## config.mk

```make
export PLATFORM = sky130hd
export DESIGN_NAME = pc_core_rd_burst_scheduler
export DESIGN_NICKNAME = d
export VERILOG_FILES = /design/src/rtl/pc_core_rd_burst_scheduler.sv
export SDC_FILE = /design/constraint.sdc
export NUM_CORES = 1
export LEC_CHECK = 0
export CAP_MARGIN = 20
export CORE_AREA = 2 2 186 188
export DETAILED_ROUTE_END_ITERATION = 8
export DIE_AREA = 0 0 188 190
export DONT_BUFFER_PORTS = 1
export REMOVE_ABC_BUFFERS = 1
export SLEW_MARGIN = 25
export SYNTH_ARGS = -nofsm -noshare
export SYNTH_HDL_FRONTEND = slang
export SYNTH_SLANG_ARGS = --single-unit
export TNS_END_PERCENT = 50
```

## constraint.sdc

```tcl
create_clock -name clk -period 5.4 [get_ports clk]
set_input_delay 0.81 -clock clk [delete_from_list [all_inputs] [get_ports clk]]
set_output_delay 0.81 -clock clk [all_outputs]
set_load 0.05 [all_outputs]
```

## src/rtl/pc_core_rd_burst_scheduler.sv

```systemverilog
// pc_core_rd_burst_scheduler
//   Shares one AXI4 read-address channel between NUM_REQ job requesters. One job is granted
//   at a time (round-robin) and split into bursts limited by MAX_BURST and 4 KB page ends.
//   An outstanding-burst counter gates issue so no more than MAX_OUTSTANDING are in flight.
// Ports
//   clk, rst                    clock, synchronous active-high reset
//   req_valid/req_ready         per-requester job handshake (ready is one-hot or zero)
//   req_addr/req_beats          packed per-requester job start address / length in beats
//   ar_valid/ar_ready           burst address handshake
//   ar_addr/ar_len/ar_id        burst start address, AXI len (beats-1), owning requester
//   burst_done                  one issued burst fully returned
//   job_done/job_done_id        pulse after the last burst of a job has issued
//   outstanding                 bursts issued but not yet returned
//   err_underflow               sticky: burst_done arrived with nothing outstanding
module pc_core_rd_burst_scheduler #(
    parameter int unsigned NUM_REQ         = 4,
    parameter int unsigned ADDR_WIDTH      = 64,
    parameter int unsigned LEN_WIDTH       = 32,
    parameter int unsigned BEAT_BYTES      = 64,
    parameter int unsigned MAX_BURST       = 64,
    parameter int unsigned MAX_OUTSTANDING = 16
) (
    input  logic                                    clk,
    input  logic                                    rst,
    input  logic [NUM_REQ-1:0]                      req_valid,
    output logic [NUM_REQ-1:0]                      req_ready,
    input  logic [NUM_REQ*ADDR_WIDTH-1:0]           req_addr,
    input  logic [NUM_REQ*LEN_WIDTH-1:0]            req_beats,
    output logic                                    ar_valid,
    input  logic                                    ar_ready,
    output logic [ADDR_WIDTH-1:0]                   ar_addr,
    output logic [7:0]                              ar_len,
    output logic [$clog2(NUM_REQ)-1:0]              ar_id,
    input  logic                                    burst_done,
    output logic                                    job_done,
    output logic [$clog2(NUM_REQ)-1:0]              job_done_id,
    output logic [$clog2(MAX_OUTSTANDING+1)-1:0]    outstanding,
    output logic                                    err_underflow
);

    localparam int unsigned ID_W       = $clog2(NUM_REQ);
    localparam int unsigned OUT_W      = $clog2(MAX_OUTSTANDING + 1);
    localparam int unsigned BEAT_SHIFT = $clog2(BEAT_BYTES);
    localparam int unsigned BLEN_W     = 9;
    localparam int unsigned PAGE_W     = 13;

    typedef enum logic [1:0] {S_IDLE, S_CALC, S_ISSUE, S_DONE} state_t;

    state_t                  state_q, state_d;
    logic [ID_W-1:0]         ptr_q, ptr_d;
    logic [ID_W-1:0]         id_q, id_d;
    logic [ADDR_WIDTH-1:0]   addr_q, addr_d;
    logic [LEN_WIDTH-1:0]    rem_q, rem_d;
    logic [BLEN_W-1:0]       blen_q, blen_d;
    logic                    ar_valid_q, ar_valid_d;
    logic                    job_done_q, job_done_d;
    logic [ID_W-1:0]         job_done_id_q, job_done_id_d;
    logic [OUT_W-1:0]        out_q, out_d;
    logic                    err_q, err_d;

    logic                    grant_found;
    logic [ID_W-1:0]         grant_id;
    logic [ID_W-1:0]         scan_idx;
    logic [ADDR_WIDTH-1:0]   sel_addr;
    logic [LEN_WIDTH-1:0]    sel_beats;
    logic [PAGE_W-1:0]       page_beats;
    logic [BLEN_W-1:0]       blen_calc;
    logic                    hs;
    logic                    credit_ok;

    // Round-robin search starting just after the last granted requester.
    always_comb begin
        grant_found = 1'b0;
        grant_id    = '0;
        scan_idx    = '0;
        for (int unsigned k = 1; k <= NUM_REQ; k++) begin
            scan_idx = ID_W'((32'(ptr_q) + k) % NUM_REQ);
            if (!grant_found && req_valid[scan_idx]) begin
                grant_found = 1'b1;
                grant_id    = scan_idx;
            end
        end
        req_ready = '0;
        if (state_q == S_IDLE && !rst && grant_found) begin
            req_ready = NUM_REQ'(1) << grant_id;
        end
    end

    // Payload mux for the granted requester.
    always_comb begin
        sel_addr  = '0;
        sel_beats = '0;
        for (int unsigned i = 0; i < NUM_REQ; i++) begin
            if (ID_W'(i) == grant_id) begin
                sel_addr  = req_addr[i*ADDR_WIDTH +: ADDR_WIDTH];
                sel_beats = req_beats[i*LEN_WIDTH +: LEN_WIDTH];
            end
        end
    end

    // Burst length: min(remaining, MAX_BURST, beats left before the 4 KB boundary).
    always_comb begin
        page_beats = (PAGE_W'(4096) - PAGE_W'(addr_q[11:0])) >> BEAT_SHIFT;
        blen_calc  = BLEN_W'(MAX_BURST);
        if (page_beats < PAGE_W'(blen_calc)) begin
            blen_calc = BLEN_W'(page_beats);
        end
        if (rem_q < LEN_WIDTH'(blen_calc)) begin
            blen_calc = BLEN_W'(rem_q);
        end
    end

    // Credit counter; a simultaneous issue and return cancel out.
    always_comb begin
        hs    = ar_valid_q && ar_ready;
        out_d = out_q;
        err_d = err_q;
        if (hs && !burst_done) begin
            out_d = out_q + OUT_W'(1);
        end else if (!hs && burst_done) begin
            if (out_q == '0) begin
                err_d = 1'b1;
            end else begin
                out_d = out_q - OUT_W'(1);
            end
        end
        // Judged on next-cycle occupancy so a raised ar_valid always has a credit behind it.
        credit_ok = out_d < OUT_W'(MAX_OUTSTANDING);
    end

    // Job FSM next state and registered outputs.
    always_comb begin
        state_d       = state_q;
        ptr_d         = ptr_q;
        id_d          = id_q;
        addr_d        = addr_q;
        rem_d         = rem_q;
        blen_d        = blen_q;
        ar_valid_d    = ar_valid_q;
        job_done_d    = (state_q == S_DONE);
        job_done_id_d = (state_q == S_DONE) ? id_q : job_done_id_q;
        unique case (state_q)
            S_IDLE: begin
                if (grant_found) begin
                    id_d    = grant_id;
                    ptr_d   = grant_id;
                    addr_d  = sel_addr & ~ADDR_WIDTH'(BEAT_BYTES - 1);
                    rem_d   = sel_beats;
                    state_d = (sel_beats == '0) ? S_DONE : S_CALC;
                end
            end
            S_CALC: begin
                blen_d     = blen_calc;
                ar_valid_d = credit_ok;
                state_d    = S_ISSUE;
            end
            S_ISSUE: begin
                if (hs) begin
                    addr_d     = addr_q + (ADDR_WIDTH'(blen_q) << BEAT_SHIFT);
                    rem_d      = rem_q - LEN_WIDTH'(blen_q);
                    ar_valid_d = 1'b0;
                    state_d    = (rem_q == LEN_WIDTH'(blen_q)) ? S_DONE : S_CALC;
                end else if (!ar_valid_q) begin
                    ar_valid_d = credit_ok;
                end
            end
            S_DONE: begin
                state_d = S_IDLE;
            end
            default: begin
                state_d = S_IDLE;
            end
        endcase
    end

    always_ff @(posedge clk) begin
        if (rst) begin
            state_q       <= S_IDLE;
            ptr_q         <= ID_W'(NUM_REQ - 1);
            id_q          <= '0;
            addr_q        <= '0;
            rem_q         <= '0;
            blen_q        <= '0;
            ar_valid_q    <= 1'b0;
            job_done_q    <= 1'b0;
            job_done_id_q <= '0;
            out_q         <= '0;
            err_q         <= 1'b0;
        end else begin
            state_q       <= state_d;
            ptr_q         <= ptr_d;
            id_q          <= id_d;
            addr_q        <= addr_d;
            rem_q         <= rem_d;
            blen_q        <= blen_d;
            ar_valid_q    <= ar_valid_d;
            job_done_q    <= job_done_d;
            job_done_id_q <= job_done_id_d;
            out_q         <= out_d;
            err_q         <= err_d;
        end
    end

    assign ar_valid      = ar_valid_q;
    assign ar_addr       = addr_q;
    assign ar_len        = 8'(blen_q - BLEN_W'(1));
    assign ar_id         = id_q;
    assign job_done      = job_done_q;
    assign job_done_id   = job_done_id_q;
    assign outstanding   = out_q;
    assign err_underflow = err_q;

endmodule

```

==> results of run 1 <==
[placed cells by master (no fill, tap or decap), types with 36 or more instances in the layout]
master / count
nor2_1: 65
nand3_1: 99
a21oi_1: 89
inv_1: 40
ha_1: 36
o21ai_0: 69
and3_1: 41
mux2i_1: 95
nand2_1: 309
a211oi_1: 47
nor3_1: 56
dfxtp_1: 115
[critical path, stage by stage]
cell     delay [ns]
o21ai_0        0.38
o221a_4        0.78
nand2_1        0.25
nor2_1         0.74
[registers in the layout, summed over array words and instances, names as in the netlist]
name	count
rem_q	32
blen_q	9
ar_id	2
state_q	2
outstanding	5
ptr_q	2
job_done	1
ar_addr	58
err_underflow	1
ar_valid	1
job_done_id	2
[per-stage QoR]
stage	std cells	hold WS (ns)	setup TNS, ns	setup WS [ns]
2_1_floorplan	1429	0.442	-257.67	-4.20
3_3_place_gp	1912	0.477	0	1.64
3_5_place_dp	1912	0.486	0	1.59
4_1_cts	1944	0.454	0	1.60
5_1_grt	1946	0.448	0	1.49
6_report	1947	0.472	0	1.61
[layout make-up]
class / instances / area (sq um)
fill: 3632 / 22200
antenna: 3 / 7.51
timing repair buffer: 28 / 223
inverter: 42 / 158
tap: 455 / 569
clock inverter: 14 / 153
sequential: 115 / 2300
clock buffer: 18 / 439
multi-input combinational: 1272 / 7930
[cells by family (layout without fill, tap and decap cells)]
kind of cell / count (synthesis) / after routing / synth area share
AND/OR/NAND/NOR: 685 / 685 / 0.298
AO/OA/AOI/OAI: 428 / 428 / 0.274
buffers and inverters: 171 / 102 / 0.0631
flip-flops: 115 / 115 / 0.213
multiplexers: 98 / 98 / 0.0912
adder cells (fa/ha/maj): 39 / 39 / 0.0466
XOR/XNOR: 16 / 16 / 0.0130
other: 1 / 9 / 0.000347
[layer usage]
layer,wire [um],vias to the layer above,GRT usage
met5,0,-,0
met4,715,0,0.0600
met3,3000,52,0.0450
met2,20000,510,0.377
met1,18500,5729,0.294
li1,-,5642,-
[how the worst max path moves through the flow]
stage                               to  slack, ns  cells past startpoint          from
after floorplan           req_ready[1]      -4.20                      4  req_valid[3]
after global placement    req_ready[3]       1.64                      4  req_valid[1]
after detailed placement  req_ready[3]       1.59                      4  req_valid[1]
after CTS                 req_ready[3]       1.60                      4  req_valid[1]
after global routing      req_ready[2]       1.49                      4  req_valid[1]
final                     req_ready[3]       1.61                      4  req_valid[1]
[power by group]
part / switching [W] / internal (W)
Combinational: 0.00137 / 0.000803
Sequential: 0.000637 / 0.00102
Clock: 0.000492 / 0.000699
Total: 0.00249 / 0.00252
==> flow_metrics.tcl, run 1 <==
set metrics [dict create \
    status "complete, no violations" \
    setup_viol 0 \
    clock_skew_ns 0.0131 \
    dieWidth_um 188 \
    dp_hpwl_mm 30.4 \
    drtPass1Iterations 5 \
    post-cts-setup-buffer-count 0 \
    r2r_end "ar_addr[62]" \
    dpl_cell_area_sq_um 11200 \
    clk_path_buf_depth 2 \
    grt_pass1_vias 10800 \
    grt_use_total 0.225 \
    hold_class "in2reg" \
    rsz0062_at_grt "false" \
    clock.fmax_mhz 264 \
    synth_seq_area_share 0.213 \
    slew_headroom 0.305 \
    worstPathRequired_ns 4.59 \
    cp_max_fo 48 \
    clock_sinks 115 \
    fp.coreArea_sq_um 33900 \
    cp.arrival_ns 2.98 \
    startpoint_type "input pin" \
    syn_area_per_cell_sq_um 6.96 \
    ios 480 \
    port-buffer-count 0 \
    grt_antenna_before_repair 3 \
    worstMarginPinSlew_ns 1.04 \
    period_share 0.701 \
    cts_tree "built" \
    ant_nets 0 \
    netlist_instances 1553 \
    gp_congestion 0.828 \
    clk_latency_ns 0.41 \
    synthDistinctLibCells 74 \
    ctsHoldBuffers 0 \
    critPathKind "in2out" \
    r2r-start "ar_addr[25]" \
    drt_iter0_markers 769 \
    avgViaCountPerCell 6.13 \
    layout-drive-gt1-share 0.0658 \
    reg2reg_setup_slack_ns 1.79 \
    num_vias 11900 \
    die_h_um 190 \
    hold_end "ar_addr[60]" \
    final_max_slew_viol_count 0 \
    cp-end-kind "output pin" \
    synth.area.top_cells "dfxtp_1 (21%), nand2_1 (11%), mux2i_1 (8.8%)" \
    die_area_sq_um 35700 \
    cts-buffers-inserted 17 \
    utilization 0.347 \
    synth-edff-count 0 \
    min_period_ns 3.79 \
    reg2regPathDepth 8 \
    powerDensity_nw_per_um2 426 \
    vdd_drop_max_v 0.000273 \
    cap_violations 0 \
    syn_area_sq_um 10800 \
    postLayoutCellArea_sq_um 11800 \
    min_path_cells 1 \
    wire_per_inst_um 21.7 \
    cts_root_buf "clkbuf_16" \
    grt_max_degree 115 \
    synth_seq_cells 115 \
    synthArstFlopShare 0 \
    synth_ff_type "dfxtp_1" \
    synth_top_area_frac 0.213 \
    cts_resized 0 \
    routed_wirelength_mm 42.2 \
    p_total_w 0.00502 \
    h-tree-depth 4 \
    min-delay-start "rst" \
    num-nets-final 1907 \
    start_util 0.318 \
    overflow 0 \
    synthToLayoutAreaGrowth_pct 9.08 \
    finalHoldViolCount 0 \
    clk_pin_slew_ns 0.06 \
    yosysTopAreaCell "dfxtp_1" \
    grt_first_pass_wirelength_mm 63.3 \
    drc_errors 0 \
    rows 68 \
    synth_warnings 0 \
    synth_most_common_cell "nand2_1" \
    power.leakage_nw 4.51 \
    synth_common_cells "nand2_1 (309), dfxtp_1 (115), nand3_1 (99)" \
]
(Power assumes the default switching activity.)
==> inputs of run 2 (changes only) <==
==> constraint.sdc (replaced) <==
create_clock -name clk -period 3.7 [get_ports clk]
set_input_delay 0.555 -clock clk [delete_from_list [all_inputs] [get_ports clk]]
set_output_delay 0.555 -clock clk [all_outputs]
set_load 0.05 [all_outputs]
==> run 2 against run 1 <==
Design area is 4.2% higher. Utilization is 1.5 points higher. Flip-flop and latch count stayed put. Routed wire length is 1.5% higher. Final cell count is 3.1% higher. Via count is 2.3% higher. First-iteration DRC count is 24% higher. Power is 49% higher. Worst setup slack worse by 1.1 ns. Register-to-register slack worse by 1.2 ns. Global-route usage is 0.51 points higher. Critical path type is now reg2reg.
==> flow_metrics.tcl, run 2 (synthesis results as in run 1) <==
set metrics [dict create \
    status "complete, no violations" \
    grt_use_total 0.230 \
    gp_congestion 0.878 \
    drc_errors 0 \
    rows 68 \
    min_period_ns 3.15 \
    ctsHoldBuffers 0 \
    cts-buffers-inserted 17 \
    h-tree-depth 4 \
    r2r-start "blen_q[2]" \
    grt_antenna_before_repair 6 \
    critPathKind "reg2reg" \
    cp.arrival_ns 3.49 \
    cp-startpoint "blen_q[2]" \
    cp-end-kind "register" \
    dp_slack_ns 0.465 \
    finalHoldViolCount 0 \
    final_cell_mix "nand2_1 (309), dfxtp_1 (115), nand3_1 (99)" \
    post-cts-setup-buffer-count 0 \
    synthToLayoutAreaGrowth_pct 13.7 \
    powerDensity_nw_per_um2 609 \
    grt_max_degree 110 \
    placed_cells 1973 \
    fillCellCount 3590 \
    cap_violations 0 \
    multi_input_area_sq_um 7920 \
    setup_viol 0 \
    clock_sinks 115 \
    period_share 0.851 \
    utilization 0.362 \
    clock_skew_ns 0.0157 \
    regArea_sq_um 2300 \
    vdd_drop_max_v 0.000327 \
    postLayoutCellArea_sq_um 12300 \
    worstPathRequired_ns 4.05 \
    ant_nets 0 \
    overflow 0 \
    cts_tree "built" \
    hold_class "in2reg" \
    clock.fmax_mhz 318 \
    slew_headroom 0.452 \
    fp.coreArea_sq_um 33900 \
    clk_path_buf_depth 2 \
    final_max_slew_viol_count 0 \
    hold_slack_ns 0.211 \
    largest_register_ffs 58 \
    cts_root_buf "clkbuf_16" \
    clk_pin_slew_ns 0.07 \
    drtPass1Iterations 6 \
    clk_latency_ns 0.42 \
    die_area_sq_um 35700 \
    rsz0062_at_grt "false" \
    startpoint_type "register" \
    ios 480 \
    layout-drive-gt1-share 0.101 \
    num-nets-final 1968 \
    stdcell_count 2008 \
    start_util 0.318 \
    port-buffer-count 0 \
    grt_first_pass_wirelength_mm 64.8 \
    dieWidth_um 188 \
    cts_resized 0 \
    wire_per_inst_um 21.3 \
    min-delay-start "rst" \
    die_h_um 190 \
    power.leakage_nw 4.84 \
    dp_hpwl_mm 31.6 \
    dpl_cell_area_sq_um 11700 \
    num_vias 12200 \
    mostFrequentLayoutCell "nand2_1" \
    grt_pass1_vias 11200 \
    worstMarginPinSlew_ns 0.822 \
    drt_iter0_markers 954 \
    setup_ws_ns 0.551 \
    avgViaCountPerCell 6.08 \
    routed_wirelength_mm 42.8 \
    cp_max_fo 9 \
]
==> run 2: area by class of cell <==
cell class,instances,area share
well taps,455,0.0464
multi-input cells,1272,0.645
clock inverters,14,0.0105
inverters,42,0.0128
flip-flops and latches,115,0.187
diodes,3,0.000611
repair buffers,89,0.0615
clock buffers,18,0.0358
==> run 2: layer usage <==
layer / up-vias / part of all wire / GRT usage
met5: - / 0.00068 / 0
met4: 4 / 0.024 / 0.0727
met3: 68 / 0.085 / 0.0542
met2: 616 / 0.45 / 0.371
met1: 5770 / 0.44 / 0.303
li1: 5750 / - / -
==> run 2: final timing paths <==
check	to	slack [ns]	cells after the start
worst max-delay path	rem_q[22]	0.55	9
worst min-delay path	ar_addr[60]	0.21	1
worst max register to register	rem_q[22]	0.55	9
worst min register to register	rem_q[27]	0.50	2
==> run 2: metrics by stage <==
step	TNS (ns)	total power [W]
2_1_floorplan	-398.71	0.00479
3_3_place_gp	0	0.00572
3_5_place_dp	0	0.00580
4_1_cts	0	0.00749
5_1_grt	0	0.00796
6_report	0	0.00748
==> run 2: worst max-delay path: stages (launching register included) <==
cell	delay, ns
dfxtp_1	0.44
inv_1	0.12
ha_1	0.33
nor2b_1	0.17
o21ai_1	0.15
a21boi_1	0.14
o21a_1	0.28
or4_1	0.72
or4_1	0.54
a31oi_1	0.18
==> run 2: power by group <==
part	leakage [nW]	internal, W	switching (W)
clock	0.273	0.000950	0.000716
sequential	0.953	0.00149	0.000507
combinational	3.62	0.00135	0.00247
total	4.84	0.00379	0.00369
==> inputs of run 3 (changes only) <==
--- a/config.mk
+++ b/config.mk
@@ -11,7 +11,6 @@
 export DIE_AREA = 0 0 188 190
 export DONT_BUFFER_PORTS = 1
 export REMOVE_ABC_BUFFERS = 1
-export SLEW_MARGIN = 25
 export SYNTH_ARGS = -nofsm -noshare
 export SYNTH_HDL_FRONTEND = slang
 export SYNTH_SLANG_ARGS = --single-unit
==> results of run 3 <==
The final DEF is identical to that of run 2; final timing and power are the same.
